## src/rtl/ex_muldiv_seq_pkg.sv

```systemverilog
// ex_muldiv_seq_pkg
//   Shared definitions for the EX-stage multiply/divide sequencer: operation
//   encodings, FSM state encodings and the default datapath width.
package ex_muldiv_seq_pkg;

  localparam int DATA_W_DEF = 32;

  typedef enum logic [1:0] {
    OP_MULTU = 2'b00,
    OP_MULT  = 2'b01,
    OP_DIVU  = 2'b10,
    OP_DIV   = 2'b11
  } op_e;

  typedef enum logic [2:0] {
    IDLE = 3'd0,
    PREP = 3'd1,
    ITER = 3'd2,
    FIX  = 3'd3,
    DONE = 3'd4
  } state_e;

  function automatic logic op_is_div(input op_e op);
    return (op == OP_DIVU) || (op == OP_DIV);
  endfunction

  function automatic logic op_is_signed(input op_e op);
    return (op == OP_MULT) || (op == OP_DIV);
  endfunction

endpackage

```

## src/rtl/ex_muldiv_seq_addsub.sv

```systemverilog
// ex_muldiv_addsub
//   W-bit adder/subtractor shared by the shift-add multiplier and the
//   restoring divider.
//   a_i, b_i : operands
//   sub_i    : 1 = a_i - b_i, 0 = a_i + b_i
//   sum_o    : W-bit result
//   cout_o   : carry out; on subtract, 1 means a_i >= b_i (no borrow)
module ex_muldiv_addsub #(
  parameter int W = 33
) (
  input  logic [W-1:0] a_i,
  input  logic [W-1:0] b_i,
  input  logic         sub_i,
  output logic [W-1:0] sum_o,
  output logic         cout_o
);

  logic [W-1:0] b_eff;
  logic [W:0]   full;

  assign b_eff = sub_i ? ~b_i : b_i;
  assign full  = {1'b0, a_i} + {1'b0, b_eff} + {{W{1'b0}}, sub_i};
  assign {cout_o, sum_o} = full;

endmodule

```

## src/rtl/ex_muldiv_seq.sv

```systemverilog
// ex_muldiv_seq
//   Multi-cycle MULT/MULTU/DIV/DIVU sequencer beside the EX ALU. One bit per
//   cycle: shift-add multiply, restoring divide. Owns HI/LO and stalls the
//   pipeline through a start/busy/done handshake.
// Ports
//   Clk, Reset          clock (rising edge), async active-high reset
//   Start_EX, Op_EX     request and operation (sampled in IDLE/DONE only)
//   Operand_A_EX/B_EX   multiplicand/dividend, multiplier/divisor
//   Wr_HI_EX/Wr_LO_EX   MTHI/MTLO enables, Wr_Data_EX is the data
//   Busy_EX             registered, high in PREP/ITER/FIX
//   Stall_EX            combinational stall request to the pipeline
//   Done_EX             one-cycle pulse in DONE
//   Div_By_Zero_EX      with Done_EX when a divide had a zero divisor
//   HI_EX, LO_EX        HI/LO registers
//
// state | meaning
// IDLE  | waiting for Start_EX, MTHI/MTLO accepted
// PREP  | raw operands held; take magnitudes, record signs, detect B==0
// ITER  | one multiply/divide step per cycle, ITERS cycles
// FIX   | apply result signs; HI/LO loaded on the exit edge
// DONE  | Done_EX pulse; may accept a new Start_EX or MTHI/MTLO
module ex_muldiv_seq
  import ex_muldiv_seq_pkg::*;
#(
  parameter int DATA_W = DATA_W_DEF,
  parameter int ITERS  = DATA_W_DEF
) (
  input  logic              Clk,
  input  logic              Reset,
  input  logic              Start_EX,
  input  logic [1:0]        Op_EX,
  input  logic [DATA_W-1:0] Operand_A_EX,
  input  logic [DATA_W-1:0] Operand_B_EX,
  input  logic              Wr_HI_EX,
  input  logic              Wr_LO_EX,
  input  logic [DATA_W-1:0] Wr_Data_EX,
  output logic              Busy_EX,
  output logic              Stall_EX,
  output logic              Done_EX,
  output logic              Div_By_Zero_EX,
  output logic [DATA_W-1:0] HI_EX,
  output logic [DATA_W-1:0] LO_EX
);

  localparam int CNT_W = $clog2(ITERS) + 1;
  localparam int AW    = DATA_W + 1;

  state_e              state_q, state_d;
  op_e                 op_q, op_d;
  logic [DATA_W-1:0]   acc_hi_q, acc_hi_d;
  logic [DATA_W-1:0]   acc_lo_q, acc_lo_d;
  logic [DATA_W-1:0]   opnd_q, opnd_d;
  logic [CNT_W-1:0]    cnt_q, cnt_d;
  logic                neg_q, neg_d;
  logic                neg_rem_q, neg_rem_d;
  logic [DATA_W-1:0]   hi_q, hi_d;
  logic [DATA_W-1:0]   lo_q, lo_d;
  logic                busy_q, busy_d;
  logic                done_q, done_d;
  logic                dbz_q, dbz_d;

  logic                is_div, is_signed, idle_or_done, div_zero;
  logic [DATA_W-1:0]   mag_a, mag_b;
  logic [AW-1:0]       as_a, as_b, as_sum;
  logic                as_cout;
  logic [2*DATA_W-1:0] prod, prod_fix;
  logic [DATA_W-1:0]   quo_fix, rem_fix;

  assign is_div       = op_is_div(op_q);
  assign is_signed    = op_is_signed(op_q);
  assign idle_or_done = (state_q == IDLE) || (state_q == DONE);
  // In PREP, acc_lo_q holds raw A and opnd_q holds raw B.
  assign div_zero     = is_div && (opnd_q == '0);
  assign mag_a        = (is_signed && acc_lo_q[DATA_W-1]) ? -acc_lo_q : acc_lo_q;
  assign mag_b        = (is_signed && opnd_q[DATA_W-1])   ? -opnd_q   : opnd_q;

  // Divide: trial subtract of the divisor from {remainder, next dividend bit}.
  // Multiply: add multiplicand to the upper product half, carry kept in bit DATA_W.
  assign as_a = is_div ? {acc_hi_q, acc_lo_q[DATA_W-1]} : {1'b0, acc_hi_q};
  assign as_b = {1'b0, opnd_q};

  ex_muldiv_addsub #(.W(AW)) u_addsub (
    .a_i    (as_a),
    .b_i    (as_b),
    .sub_i  (is_div),
    .sum_o  (as_sum),
    .cout_o (as_cout)
  );

  assign prod     = {acc_hi_q, acc_lo_q};
  assign prod_fix = neg_q ? -prod : prod;
  assign quo_fix  = neg_q ? -acc_lo_q : acc_lo_q;
  assign rem_fix  = neg_rem_q ? -acc_hi_q : acc_hi_q;

  always_ff @(posedge Clk or posedge Reset) begin
    if (Reset) state_q <= IDLE;
    else       state_q <= state_d;
  end

  always_comb begin
    state_d = state_q;
    unique case (state_q)
      IDLE:    if (Start_EX) state_d = PREP;
      PREP:    state_d = div_zero ? DONE : ITER;
      ITER:    if (cnt_q == CNT_W'(ITERS - 1)) state_d = FIX;
      FIX:     state_d = DONE;
      DONE:    state_d = Start_EX ? PREP : IDLE;
      default: state_d = IDLE;
    endcase
  end

  always_comb begin
    op_d      = op_q;
    acc_hi_d  = acc_hi_q;
    acc_lo_d  = acc_lo_q;
    opnd_d    = opnd_q;
    cnt_d     = cnt_q;
    neg_d     = neg_q;
    neg_rem_d = neg_rem_q;
    hi_d      = hi_q;
    lo_d      = lo_q;
    busy_d    = (state_d == PREP) || (state_d == ITER) || (state_d == FIX);
    done_d    = (state_d == DONE);
    dbz_d     = 1'b0;
    unique case (state_q)
      IDLE, DONE: begin
        if (Start_EX) begin
          op_d     = op_e'(Op_EX);
          acc_lo_d = Operand_A_EX;
          opnd_d   = Operand_B_EX;
        end else begin
          if (Wr_HI_EX) hi_d = Wr_Data_EX;
          if (Wr_LO_EX) lo_d = Wr_Data_EX;
        end
      end
      PREP: begin
        cnt_d     = '0;
        acc_hi_d  = '0;
        neg_d     = is_signed && (acc_lo_q[DATA_W-1] ^ opnd_q[DATA_W-1]);
        neg_rem_d = is_signed && acc_lo_q[DATA_W-1];
        if (div_zero) begin
          hi_d  = acc_lo_q;
          lo_d  = '1;
          dbz_d = 1'b1;
        end else if (is_div) begin
          acc_lo_d = mag_a;
          opnd_d   = mag_b;
        end else begin
          acc_lo_d = mag_b;
          opnd_d   = mag_a;
        end
      end
      ITER: begin
        cnt_d = cnt_q + CNT_W'(1);
        if (is_div) begin
          // No borrow keeps the difference; otherwise restore the shifted remainder.
          acc_hi_d = as_cout ? as_sum[DATA_W-1:0] : as_a[DATA_W-1:0];
          acc_lo_d = {acc_lo_q[DATA_W-2:0], as_cout};
        end else if (acc_lo_q[0]) begin
          acc_hi_d = as_sum[DATA_W:1];
          acc_lo_d = {as_sum[0], acc_lo_q[DATA_W-1:1]};
        end else begin
          acc_hi_d = {1'b0, acc_hi_q[DATA_W-1:1]};
          acc_lo_d = {acc_hi_q[0], acc_lo_q[DATA_W-1:1]};
        end
      end
      FIX: begin
        if (is_div) begin
          hi_d = rem_fix;
          lo_d = quo_fix;
        end else begin
          {hi_d, lo_d} = prod_fix;
        end
      end
      default: ;
    endcase
  end

  always_ff @(posedge Clk or posedge Reset) begin
    if (Reset) begin
      op_q      <= OP_MULTU;
      acc_hi_q  <= '0;
      acc_lo_q  <= '0;
      opnd_q    <= '0;
      cnt_q     <= '0;
      neg_q     <= 1'b0;
      neg_rem_q <= 1'b0;
      hi_q      <= '0;
      lo_q      <= '0;
      busy_q    <= 1'b0;
      done_q    <= 1'b0;
      dbz_q     <= 1'b0;
    end else begin
      op_q      <= op_d;
      acc_hi_q  <= acc_hi_d;
      acc_lo_q  <= acc_lo_d;
      opnd_q    <= opnd_d;
      cnt_q     <= cnt_d;
      neg_q     <= neg_d;
      neg_rem_q <= neg_rem_d;
      hi_q      <= hi_d;
      lo_q      <= lo_d;
      busy_q    <= busy_d;
      done_q    <= done_d;
      dbz_q     <= dbz_d;
    end
  end

  assign Busy_EX        = busy_q;
  assign Stall_EX       = busy_q | (Start_EX & idle_or_done);
  assign Done_EX        = done_q;
  assign Div_By_Zero_EX = dbz_q;
  assign HI_EX          = hi_q;
  assign LO_EX          = lo_q;

endmodule

```

## config.mk

```make
export PLATFORM = sky130hd
export DESIGN_NAME = ex_muldiv_seq
export DESIGN_NICKNAME = d
export VERILOG_FILES = /design/src/rtl/ex_muldiv_seq_pkg.sv /design/src/rtl/ex_muldiv_seq_addsub.sv /design/src/rtl/ex_muldiv_seq.sv
export SDC_FILE = /design/constraint.sdc
export NUM_CORES = 1
export LEC_CHECK = 0
export BUFFER_PORTS_ARGS = -buffer_cell sky130_fd_sc_hd__buf_2
export CORE_MARGIN = 4
export CORE_UTILIZATION = 40
export CTS_BUF_LIST = sky130_fd_sc_hd__clkbuf_4
export DETAILED_ROUTE_END_ITERATION = 7
export GPL_TIMING_DRIVEN = 0
export PLACE_DENSITY = 0.63
export SETUP_SLACK_MARGIN = 0.4
export SYNTH_ARGS = -nofsm -noshare
export SYNTH_HDL_FRONTEND = slang
export SYNTH_SLANG_ARGS = --single-unit
```

## constraint.sdc

```tcl
create_clock -name Clk -period 4.8 [get_ports Clk]
set_input_delay 0.24 -clock Clk [delete_from_list [all_inputs] [get_ports Clk]]
set_output_delay 0.24 -clock Clk [all_outputs]
set_load 0.01 [all_outputs]
```

# Word level (Yosys, flattened, before mapping)
# Cells that the tools add are included.
dict set report word_totals {
  register_bits 176
  input_bits 103
  out_inout_bits 68
  wordCells 102
}
dict set report classes {
  n_addsub 7
  eq_ne 18
  muxes 39
  bitwise 4
  n_reduce_logical 21
}
# op count
set op_table {}
lappend op_table {{2-to-1 mux 32 bit} 23}
lappend op_table {{one-hot mux 32 bit (3 select lines)} 3}
lappend op_table {{one-hot mux 32 bit (2 select lines)} 2}
lappend op_table {{negation 32 bit} 3}
lappend op_table {{2-to-1 mux 33 bit} 2}
lappend op_table {{2-to-1 mux 64 bit} 1}
lappend op_table {{negation 64 bit} 1}
lappend op_table {{adder 33 x 33 -> 34 bit} 1}
lappend op_table {{adder 34 x 1 -> 34 bit} 1}
lappend op_table {{NOT 32 -> 33 bit} 1}
lappend op_table {{logical NOT 32 bit} 1}
lappend op_table {{one-hot mux 3 bit (5 select lines)} 1}
lappend op_table {{== test 3 x 2 -> 1 bit, second input constant} 4}
lappend op_table {{inequality test 2 bit, second input constant} 6}
lappend op_table {{one-hot mux 6 bit (2 select lines)} 1}
lappend op_table {{2-to-1 mux 3 bit} 3}
lappend op_table {{AND reduction 4 bit} 2}
lappend op_table {{adder 6 x 1 -> 6 bit, second input constant} 1}
lappend op_table {{== test 3 x 1 -> 1 bit, second input constant} 2}
lappend op_table {{== test 3 bit, second input constant} 2}
lappend op_table {{== test 6 x 5 -> 1 bit, second input constant} 1}
lappend op_table {{AND reduction 3 bit} 2}
lappend op_table {{nonzero test 3 bit} 2}
lappend op_table {{logical OR 1 bit} 5}
lappend op_table {{other kinds (11)} 18}

# Longest topological paths before layout
# Gate-level depths: netlist (run 1).
dict set report logic_depth {
  word_depth 8
  mapped_depth 16
  mapped_depth_nobuf 12
}

# Modules after synthesis
# A second synthesis (run 1) with hierarchy kept.
dict set report unflattened {
  hier_cells 2075
  hier_area_um2 16351.9
}
# mod n_inst cells_each area_each_um2
set modules_own_cells {}
lappend modules_own_cells {ex_muldiv_seq 1 1778 14207.4}
lappend modules_own_cells {ex_muldiv_addsub 1 297 2144.6}

# Least setup slack after synthesis (run 1)
# Ideal clock, no wire load.
dict set report synth_path {
  path_type {reg-to-reg}
  from {reg op_q[1]}
  to {reg acc_hi_q[23]}
  t_arrival_ns 4.381
  required_time_ns 4.674
  setup_slack_ns 0.293
  stages_incl_launch_ff 15
  path_buffers 4
  period_less_slack_ns 4.507
  path_cell_list {dfrtp_1 > buf_1 > clkbuf_1 > buf_1 > clkbuf_1 > mux2_2 > ha_1 > nand2_1 > o311ai_1 > a31oi_1 > o211ai_1 > a22oi_1 > nand2_1 > mux2_2 > a221o_1}
}
dict set report synth_between {
  elab_chain_len 8
  elab_cells_between_ends 11
  cone_classes {add/sub: 2; eq/ne: 2; mux: 6; reduce/logical: 1}
}
# element line
set synth_lines {}
lappend synth_lines {{start: declaration} ex_muldiv_seq.sv:49} ;# op_e op_q, op_d;
lappend synth_lines {{start signal: assignment} ex_muldiv_seq.sv:194} ;# op_q <= op_d;
lappend synth_lines {{== test 2 bit} ex_muldiv_seq_pkg.sv:24} ;# return (op == OP_DIVU) || (op == OP_DIV);
lappend synth_lines {{logical OR 1 bit (*)} ex_muldiv_seq_pkg.sv:24}
lappend synth_lines {{2-to-1 mux 33 bit, on equally long branches} {ex_muldiv_seq.sv:79, ex_muldiv_seq_addsub.sv:21}}
lappend synth_lines {{adder 33 x 33 -> 34 bit} ex_muldiv_seq_addsub.sv:22} ;# assign full = {1'b0, a_i} + {1'b0, b_eff} + {{W{1'b0}}, sub_i};
lappend synth_lines {{adder 34 x 1 -> 34 bit} ex_muldiv_seq_addsub.sv:22}
lappend synth_lines {{2-to-1 mux 32 bit, on equally long branches} {ex_muldiv_seq.sv:159, ex_muldiv_seq.sv:157}}
lappend synth_lines {{2-to-1 mux 32 bit (*)} ex_muldiv_seq.sv:155} ;# if (is_div) begin
lappend synth_lines {{one-hot mux 32 bit (2 select lines) (*)} ex_muldiv_seq.sv:125} ;# unique case (state_q)
lappend synth_lines {{end signal: assignment} ex_muldiv_seq.sv:195} ;# acc_hi_q <= acc_hi_d;
lappend synth_lines {{end: declaration} ex_muldiv_seq.sv:50} ;# logic [DATA_W-1:0] acc_hi_q, acc_hi_d;
# Every way passes the cells marked *; elsewhere a longest branch is shown, timed or not.
# A chain may end at the register's enable or synchronous reset.

# Final worst setup path (run 1)
dict set report layout_path {
  from {reg op_q[1]}
  to {reg acc_hi_q[2]}
}
# The elaborated chain is that of the path after synthesis.

==> results of run 1 <==
==> cell type report <==
class | instances | area, sq um | area share [%]
well taps | 511 | 639.4 | 3.460
plain buffers | 181 | 845.8 | 4.577
inverters | 31 | 120.1 | 0.6500
flip-flops and latches | 176 | 4404 | 23.83
clock inverters | 11 | 188.9 | 1.022
clock buffers | 20 | 150.1 | 0.8125
multi-input cells | 1519 | 10210 | 55.25
diodes | 1 | 2.502 | 0.01354
repair buffers | 273 | 1918 | 10.38
==> what timing repair did <==
action,in CTS,in global routing
hold buffers,91,0
gates resized for setup,58,25
endpoints found under the hold margin,190,0
setup buffers,5,2
cloned,0,0
pin swaps,3,1
setup endpoints to repair,33,36
==> metal layers <==
metal  vias up  global-route usage [%]
li1       7524                       -
met1      8038                   47.34
met2      1092                   48.49
met3       178                   6.090
met4         0                   18.57
met5         -                       0
==> worst min path at each step <==
stage | to | start | slack [ns]
after CTS | acc_lo_q[26]$_DFFE_PP0P_ | Operand_A_EX[26] | 0.002
after global routing | acc_lo_q[9]$_DFFE_PP0P_ | Operand_A_EX[9] | 0.02
after detailed placement | Done_EX$_DFF_PP0_ | Reset | 0.28
final | acc_lo_q[26]$_DFFE_PP0P_ | Operand_A_EX[26] | 0.04
after global placement | LO_EX[2]$_DFFE_PP0P_ | LO_EX[2]$_DFFE_PP0P_ | 0.46
after floorplan | HI_EX[23]$_DFFE_PP0P_ | Wr_Data_EX[23] | 0.38
==> cells in the final DEF (no fill, tap or decap), drive strengths merged, types with 17 or more instances in the layout <==
cell type,count
xnor2,88
clkbuf,152
mux2i,58
inv,29
o22ai,31
nand2,201
dfrtp,176
a21o,19
o211ai,32
a211oi,45
xor2,85
dlygate4sd3,91
o21a,17
o21ai,147
mux2,48
nand3,23
buf,231
a21oi,167
o31ai,23
ha,35
a31oi,32
nor2,183
a221oi,21
nor3,24
==> kinds of logic after synthesis <==
group,Yosys count,synth area share (%)
fa+ha+maj,36,3.002
simple gates,560,17.68
compound gates,644,27.45
mux,106,7.350
buf+inv,212,5.717
xor+xnor,173,9.934
flops,176,28.87
==> state kept, by name (all words and copies together) (netlist names), 2 cells and up <==
| name | cells |
|---|---|
| HI_EX | 32 |
| LO_EX | 32 |
| acc_hi_q | 32 |
| acc_lo_q | 32 |
| cnt_q | 6 |
| op_q | 2 |
| opnd_q | 32 |
| state_q | 3 |
==> stage by stage <==
| step | area, sq um | utilization (%) |
|---|---|---|
| floorplan | 15260 | - |
| global placement | 16750 | 44.47 |
| detailed placement | 16850 | 44.74 |
| CTS | 18370 | 48.78 |
| global route | 18480 | 49.06 |
| finish | 18480 | 49.06 |
==> tightest hold or removal path, stage by stage <==
cell	delay, ns
buf_2	0.08
nand2_1	0.04
o221ai_1	0.06
a21oi_1	0.06
a21oi_1	0.16
==> results.ini, run 1 <==
[logic_synthesis]
synth.top_cell.area_share_pct = 28.87
syn_nets = 2046
syn_area_per_cell_sq_um = 7.999
syn_area_sq_um = 15250
yosysWarnings = 0
yosysTopAreaCell = dfrtp_1
synth_cells = 1907
synth.most_common_cell = nand2_1
synth_cell_types = 91
ys_seq_area_share_pct = 28.87
yosys-top-cells-count = nand2_1 (198), nor2_1 (182), dfrtp_1 (176)
async_reset_ff_share_pct = 100.0
yosys_register_bits = 176
synth_edf_count = 0
synth_area_leaders = dfrtp_1 (29%), a21oi_1 (5.5%), xnor2_1 (5.1%), xor2_1 (4.9%), nand2_1 (4.9%)
synthFlopType = dfrtp_1

[route]
drc_errors = 0
wl_per_cell_um = 26.23
vias_per_cell = 6.181
vias = 16832
drt_wl_total_mm = 71.43
wl_met1_mm = 30.28
ant_nets = 0
dr.pass1.iters = 8
route.met3.wl_mm = 6.924
wl_met2_mm = 29.79
drtIter0Drc = 2028
top_layer = met4

[floorplanning]
ios = 171
initial_core_util_pct = 40.50
dieArea_sq_um = 41320
fp-row-count = 71
die_y_um = 203.3
core-area_sq_um = 37670
die_w_um = 203.3

[clock_tree]
path_clk_slew_ns = 0.16
clock_path_buffers = 2
cts_sinks = 176
cts_made_buffers = 17
cts_tree = built
clk_latency_ns = 0.66
htreeDepth = 4
root_buffer = clkbuf_4

[global_route]
grt_max_degree = 38
grt_pass1_wl_mm = 105.1
grt-ovfl-total = 0
grt_pass1_vias = 15830
antenna_found_initial = 1
track_usage_pct = 33.53

[cells_and_area]
nFillCells = 3792
drive_above_1_share_pct = 17.01
fin_nets = 2338
instances_no_fill = 2723
area_delta_synth_final_pct = 21.15

[outcome]
outcome = finished, final reports clean

[worst_setup_path]
ff2ff_setup_slack_ns = 0.48
path_depth = 16
r2r_cells = 16
worst_path_max_delay_cell = dfrtp_1
critical-path-top-delay-family = buffers and inverters
r2r-end = acc_hi_q[2]$_DFFE_PP0N_
cp_cell_sequence = buf_6 -> buf_6 -> buf_6 -> clkbuf_4 -> mux2_2 -> ha_1 -> a21oi_1 -> o311ai_1 -> a31oi_2 -> o211ai_1 -> buf_4 -> a221oi_4 -> buf_6 -> buf_4 -> mux2i_1 -> o221ai_1
cp.required_ns = 5.31
critPathMostFrequentCell = buf_6
end_kind = flop
crit_type = reg2reg
cp.arrival_ns = 4.83
crit_path_start_kind = flop
worstSetupStartpoint = op_q[1]$_DFFE_PP0P_
critPathMaxFanout = 10
endpoint = acc_hi_q[2]$_DFFE_PP0N_
crit_buf_inv = 7
reg2reg_from = op_q[1]$_DFFE_PP0P_
cp_slowest_stage_delay_ns = 0.45

[placement]
dp_slack_ns = -1.695
portBuffers = 170
gp_congestion = 0.9989
dp_hpwl_mm = 55.64
dpl.cell_count = 2593

[sta]
fin_crit_sh_pct = 90.03
fmax_ghz = 0.2314
fin_setup_tns_ns = 0
min_period_ns = 4.321
worstMarginPinSlew_ns = 1.296
finalMaxSlewViolations = 0
setup_viol = 0
fin_skew_ns = 0.04088
hold_viol_final = 0
whs_ns = 0.03745
setup_ws_ns = 0.4788
relSlewSlack_pct = 13.30
rsz0062_at_grt = true

[flow_run]
drv_cap = 0

[min_path]
holdCritPathClass = in2reg
holdPathStages = 5

Power of run 1 is not shown: default switching activity piles up to over one toggle a cycle in this logic, so the estimate is an artifact.
==> run 2, diff against run 1 <==
--- a/config.mk
+++ b/config.mk
@@ -11,7 +11,7 @@
 export CTS_BUF_LIST = sky130_fd_sc_hd__clkbuf_4
 export DETAILED_ROUTE_END_ITERATION = 7
 export GPL_TIMING_DRIVEN = 0
-export PLACE_DENSITY = 0.63
+export PLACE_DENSITY = 0.61
 export SETUP_SLACK_MARGIN = 0.4
 export SYNTH_ARGS = -nofsm -noshare
 export SYNTH_HDL_FRONTEND = slang
==> constraint.sdc (replaced) <==
create_clock -name Clk -period 4.35 [get_ports Clk]
set_input_delay 0.2175 -clock Clk [delete_from_list [all_inputs] [get_ports Clk]]
set_output_delay 0.2175 -clock Clk [all_outputs]
set_load 0.01 [all_outputs]
==> results.ini, run 2 (synthesis gave the netlist of run 1 again) <==
[global_route]
grt_pass1_vias = 16181
grt_pass1_wl_mm = 104.9
grt_max_degree = 42
track_usage_pct = 33.42
grt-ovfl-total = 0
antenna_found_initial = 2

[cells_and_area]
final_common_cell = nand2_1
multi_input_area_sq_um = 10640
regArea_sq_um = 4405
nFillCells = 3725
area_delta_synth_final_pct = 25.95
fin_nets = 2364
final_cell_mix = nand2_1 (197), buf_2 (188), nor2_1 (182)
drive_above_1_share_pct = 19.57
fin_util_pct = 51.01

[clock_tree]
clock_path_buffers = 2
cts_tree = built
htreeDepth = 4
cts_sinks = 176
cts_made_buffers = 17
path_clk_slew_ns = 0.18
root_buffer = clkbuf_4
clk_latency_ns = 0.69

[sta]
hold_viol_final = 0
finalMaxSlewViolations = 0
fin_skew_ns = 0.03763
fin_crit_sh_pct = 89.03
setup_viol = 0
relSlewSlack_pct = 7.155
fmax_ghz = 0.2582
worstMarginPinSlew_ns = 1.388
min_period_ns = 3.873
rsz0062_at_grt = true

[worst_setup_path]
end_kind = flop
critPathMostFrequentCell = a211oi_1
reg2reg_from = op_q[1]$_DFFE_PP0P_
crit_buf_inv = 4
ff2ff_setup_slack_ns = 0.48
path_depth = 14
cp_slowest_stage_delay_ns = 0.62
worst_path_max_delay_cell = nor4_1
worstSetupStartpoint = op_q[1]$_DFFE_PP0P_
cp_cell_sequence = buf_6 -> clkbuf_8 -> buf_8 -> buf_12 -> xor2_2 -> ha_1 -> and4_1 -> nand3_1 -> a21oi_4 -> o31ai_4 -> a211oi_1 -> nor4_1 -> a211oi_1 -> a21oi_1
cp.required_ns = 4.98
r2r-end = acc_hi_q[25]$_DFFE_PP0N_
critical-path-top-delay-family = simple AND/OR/NAND/NOR gates
crit_type = reg2reg
endpoint = acc_hi_q[25]$_DFFE_PP0N_
r2r_cells = 14
crit_path_start_kind = flop
cp.arrival_ns = 4.50
critPathMaxFanout = 11

[route]
vias = 16998
ant_nets = 0
vias_per_cell = 6.177
drt_wl_total_mm = 71.22
drc_errors = 0
dr.pass1.iters = 6
drtIter0Drc = 2088
wl_per_cell_um = 25.88

[placement]
dp_hpwl_mm = 55.39
portBuffers = 170
gp_congestion = 1.035

[floorplanning]
core-area_sq_um = 37670
die_y_um = 203.3
ios = 171
dieArea_sq_um = 41320
initial_core_util_pct = 40.50
fp-row-count = 71
die_w_um = 203.3

[flow_run]
drv_cap = 0

[min_path]
min-delay-start = Operand_A_EX[0]
holdCritPathClass = in2reg

[outcome]
outcome = finished, final reports clean

-- run 2: cell types whose count changed in the layout (fill, tap and decap cells not counted), moves of 4 or more --
cell           change
dlygate4sd3_1      +5
ha_4               +4
a21oi_4            +5
a21oi_1            -6
xor2_4            +10
o21ai_1            +4
buf_4             +16
ha_1              -12
clkbuf_4           -4
o21ai_0            -5
clkinv_1           +4
xor2_1            -10
ha_2               +8
-- run 2: routing by layer --
| metal | global-route usage, % | part of all wire (%) | vias up |
|---|---|---|---|
| li1 | - | - | 7554 |
| met2 | 49.46 | 42 | 1091 |
| met4 | 18.81 | 6.4 | 0 |
| met1 | 46.93 | 42 | 8147 |
| met5 | 0 | 0 | - |
| met3 | 4.786 | 9.4 | 206 |
-- run 2: timing repair --
item	4_1_cts	5_1_grt
pin swaps	7	13
cloned	0	2
gates resized for setup	100	63
endpoints found under the setup margin	51	59
buffers inserted	13	13
hold buffers	96	0
endpoints found under the hold margin	205	0
-- run 2: metrics by stage --
| step | std cells | TNS [ns] | hold WS [ns] | worst slack, ns | cell area [sq um] |
|---|---|---|---|---|---|
| 6_report | 2752 | 0 | 0.06886 | 0.4772 | 19210 |
| 5_1_grt | 2752 | 0 | 0.05229 | 0.3868 | 19210 |
| 4_1_cts | 2734 | 0 | 0.02222 | 0.4178 | 18800 |
| 3_5_place_dp | 2593 | -43.92 | 0.2679 | -1.663 | 16870 |
| 3_3_place_gp | 2588 | -42.47 | 0.4550 | -1.624 | 16770 |
| 2_1_floorplan | 1907 | 0 | 0.3562 | 0.4136 | 15280 |
-- run 2: layout make-up --
cell class / instances / share of cell area (%)
Clock inverter: 15 / 0.8727
Clock buffer: 17 / 0.6643
Antenna cell: 3 / 0.03908
Timing Repair Buffer: 299 / 11.18
Sequential cell: 176 / 22.93
Inverter: 31 / 0.6252
Buffer: 181 / 4.982
Tap cell: 511 / 3.328
Multi-Input combinational cell: 1519 / 55.38
-- run 2: how the worst min path moves through the flow --
stage | end | slack [ns] | cells past startpoint
after floorplan | HI_EX[23]$_DFFE_PP0P_ | 0.36 | 2
after detailed placement | Done_EX$_DFF_PP0_ | 0.27 | 2
after CTS | acc_lo_q[0]$_DFFE_PP0P_ | 0.02 | 5
after global placement | op_q[0]$_DFFE_PP0P_ | 0.45 | 2
after global routing | opnd_q[3]$_DFFE_PP0P_ | 0.05 | 4
final | acc_lo_q[0]$_DFFE_PP0P_ | 0.07 | 5
-- run 2: worst min-delay path, stage by stage --
cell	delay, ns
buf_2	0.13
a22oi_1	0.08
o21ai_0	0.11
a211oi_1	0.06
a21oi_1	0.11
Power of run 2 is left out for the same reason.
==> run 3, diff against run 2 <==
--- a/config.mk
+++ b/config.mk
@@ -6,12 +6,14 @@
 export NUM_CORES = 1
 export LEC_CHECK = 0
 export BUFFER_PORTS_ARGS = -buffer_cell sky130_fd_sc_hd__buf_2
+export CELL_PAD_IN_SITES_DETAIL_PLACEMENT = 0
+export CELL_PAD_IN_SITES_GLOBAL_PLACEMENT = 1
 export CORE_MARGIN = 4
 export CORE_UTILIZATION = 40
 export CTS_BUF_LIST = sky130_fd_sc_hd__clkbuf_4
 export DETAILED_ROUTE_END_ITERATION = 7
 export GPL_TIMING_DRIVEN = 0
-export PLACE_DENSITY = 0.61
+export PLACE_DENSITY = 0.77
 export SETUP_SLACK_MARGIN = 0.4
 export SYNTH_ARGS = -nofsm -noshare
 export SYNTH_HDL_FRONTEND = slang
==> results.ini, run 3 (synthesis gave the netlist of run 1 again) <==
[clock_tree]
cts_sinks = 176
cts_tree = built
clk_latency_ns = 0.68
path_clk_slew_ns = 0.17
cts_made_buffers = 17
root_buffer = clkbuf_4
clock_path_buffers = 2
htreeDepth = 4

[route]
drtIter0Drc = 1912
dr.pass1.iters = 6
ant_nets = 0
wl_per_cell_um = 26.56
drc_errors = 0
drt_wl_total_mm = 72.97
vias = 16870
vias_per_cell = 6.141

[sta]
fin_skew_ns = 0.05159
fmax_ghz = 0.2584
min_period_ns = 3.870
worstMarginPinSlew_ns = 1.032
relSlewSlack_pct = 31.20
hold_viol_final = 0
setup_viol = 0
fin_crit_sh_pct = 88.96
rsz0062_at_grt = true
finalMaxSlewViolations = 0

[floorplanning]
fp-row-count = 71
dieArea_sq_um = 41320
ios = 171
core-area_sq_um = 37670
die_y_um = 203.3
die_w_um = 203.3
initial_core_util_pct = 40.50

[cells_and_area]
design_area_sq_um = 19230
final_common_cell = nand2_1
drive_above_1_share_pct = 19.43
fin_nets = 2360
nFillCells = 3762
final_cell_mix = nand2_1 (197), buf_2 (189), nor2_1 (181)
regArea_sq_um = 4405
fin_util_pct = 51.07
instances_no_fill = 2747
area_delta_synth_final_pct = 26.10
multi_input_area_sq_um = 10660

[worst_setup_path]
cp.required_ns = 4.92
end_kind = flop
critPathMaxFanout = 10
crit_type = reg2reg
crit_path_start_kind = flop
cp.arrival_ns = 4.44

[flow_run]
drv_cap = 0

[placement]
portBuffers = 170
placed_cell_area_sq_um = 16870
dp_hpwl_mm = 56.68
dpl.cell_count = 2593
gp_congestion = 0.9878

[global_route]
grt_pass1_wl_mm = 107.3
grt_pass1_vias = 16116
grt_max_degree = 41
grt-ovfl-total = 0
track_usage_pct = 34.36
antenna_found_initial = 2

[outcome]
outcome = finished, final reports clean

[min_path]
holdCritPathClass = in2async

[run 3: cell types whose count changed in the layout (fill, tap and decap cells not counted), sizes merged]
cell | previous run | this run
diode | 3 | 2
buf | 253 | 251
clkinvlp | 4 | 3
clkinv | 8 | 7
[run 3: layout make-up]
type	instances	share of cell area [%]
tap	511	3.324
sequential	176	22.90
clock buffer	19	0.7416
antenna	2	0.02602
multi-input combinational	1519	55.42
buffer	181	5.145
inverter	31	0.6245
clock inverter	13	0.8391
timing repair buffer	295	10.98
[run 3: worst max-delay path: stages (launching register included)]
cell and delay [ns]:
dfrtp_2 0.53, inv_1 0.22, buf_6 0.21, ha_2 0.26, or4b_2 0.67, or4_4 0.57
nand2b_4 0.19, o31ai_2 0.24, xor2_1 0.29, a21oi_1 0.16, a221oi_2 0.31, a21oi_1 0.11
[run 3: per-layer routing]
metal / up-vias / global-route usage (%) / share of wire, %
li1: 7585 / - / -
met1: 8172 / 47.88 / 43
met2: 936 / 52.69 / 44
met3: 177 / 4.261 / 7.8
met4: 0 / 17.47 / 5.7
met5: - / 0 / 0
[run 3: final timing paths]
path,to,start,slack (ns),cells past startpoint
max in group asynchronous,opnd_q[21]$_DFFE_PP0P_,Reset,3.32,6
hold / removal,acc_hi_q[7]$_DFFE_PP0N_,Reset,0.02,3
setup reg to reg,acc_lo_q[20]$_DFFE_PP0P_,acc_lo_q[0]$_DFFE_PP0P_,0.48,11
min in group Clk,acc_lo_q[0]$_DFFE_PP0P_,Operand_A_EX[0],0.05,5
hold reg to reg,LO_EX[1]$_DFFE_PP0P_,LO_EX[1]$_DFFE_PP0P_,0.49,2
setup / recovery,acc_lo_q[20]$_DFFE_PP0P_,acc_lo_q[0]$_DFFE_PP0P_,0.48,11
[run 3: metrics by stage]
step	setup slack (ns)	hold slack (ns)	TNS, ns
after floorplan	0.4136	0.3562	0
after global placement	-1.788	0.4532	-48.88
after detailed placement	-1.666	0.2020	-46.57
after CTS	0.4325	0.005680	0
after global routing	0.3616	0.01490	0
final	0.4804	0.01849	0
[run 3: what timing repair did]
action / in CTS / in global routing
buffers inserted: 13 / 10
endpoints found under the setup margin: 52 / 68
hold buffers: 96 / 0
gates resized for setup: 103 / 62
hold endpoints to repair: 202 / 0
cloned: 0 / 1
pin swaps: 5 / 16
Power of run 3 is left out for the same reason.
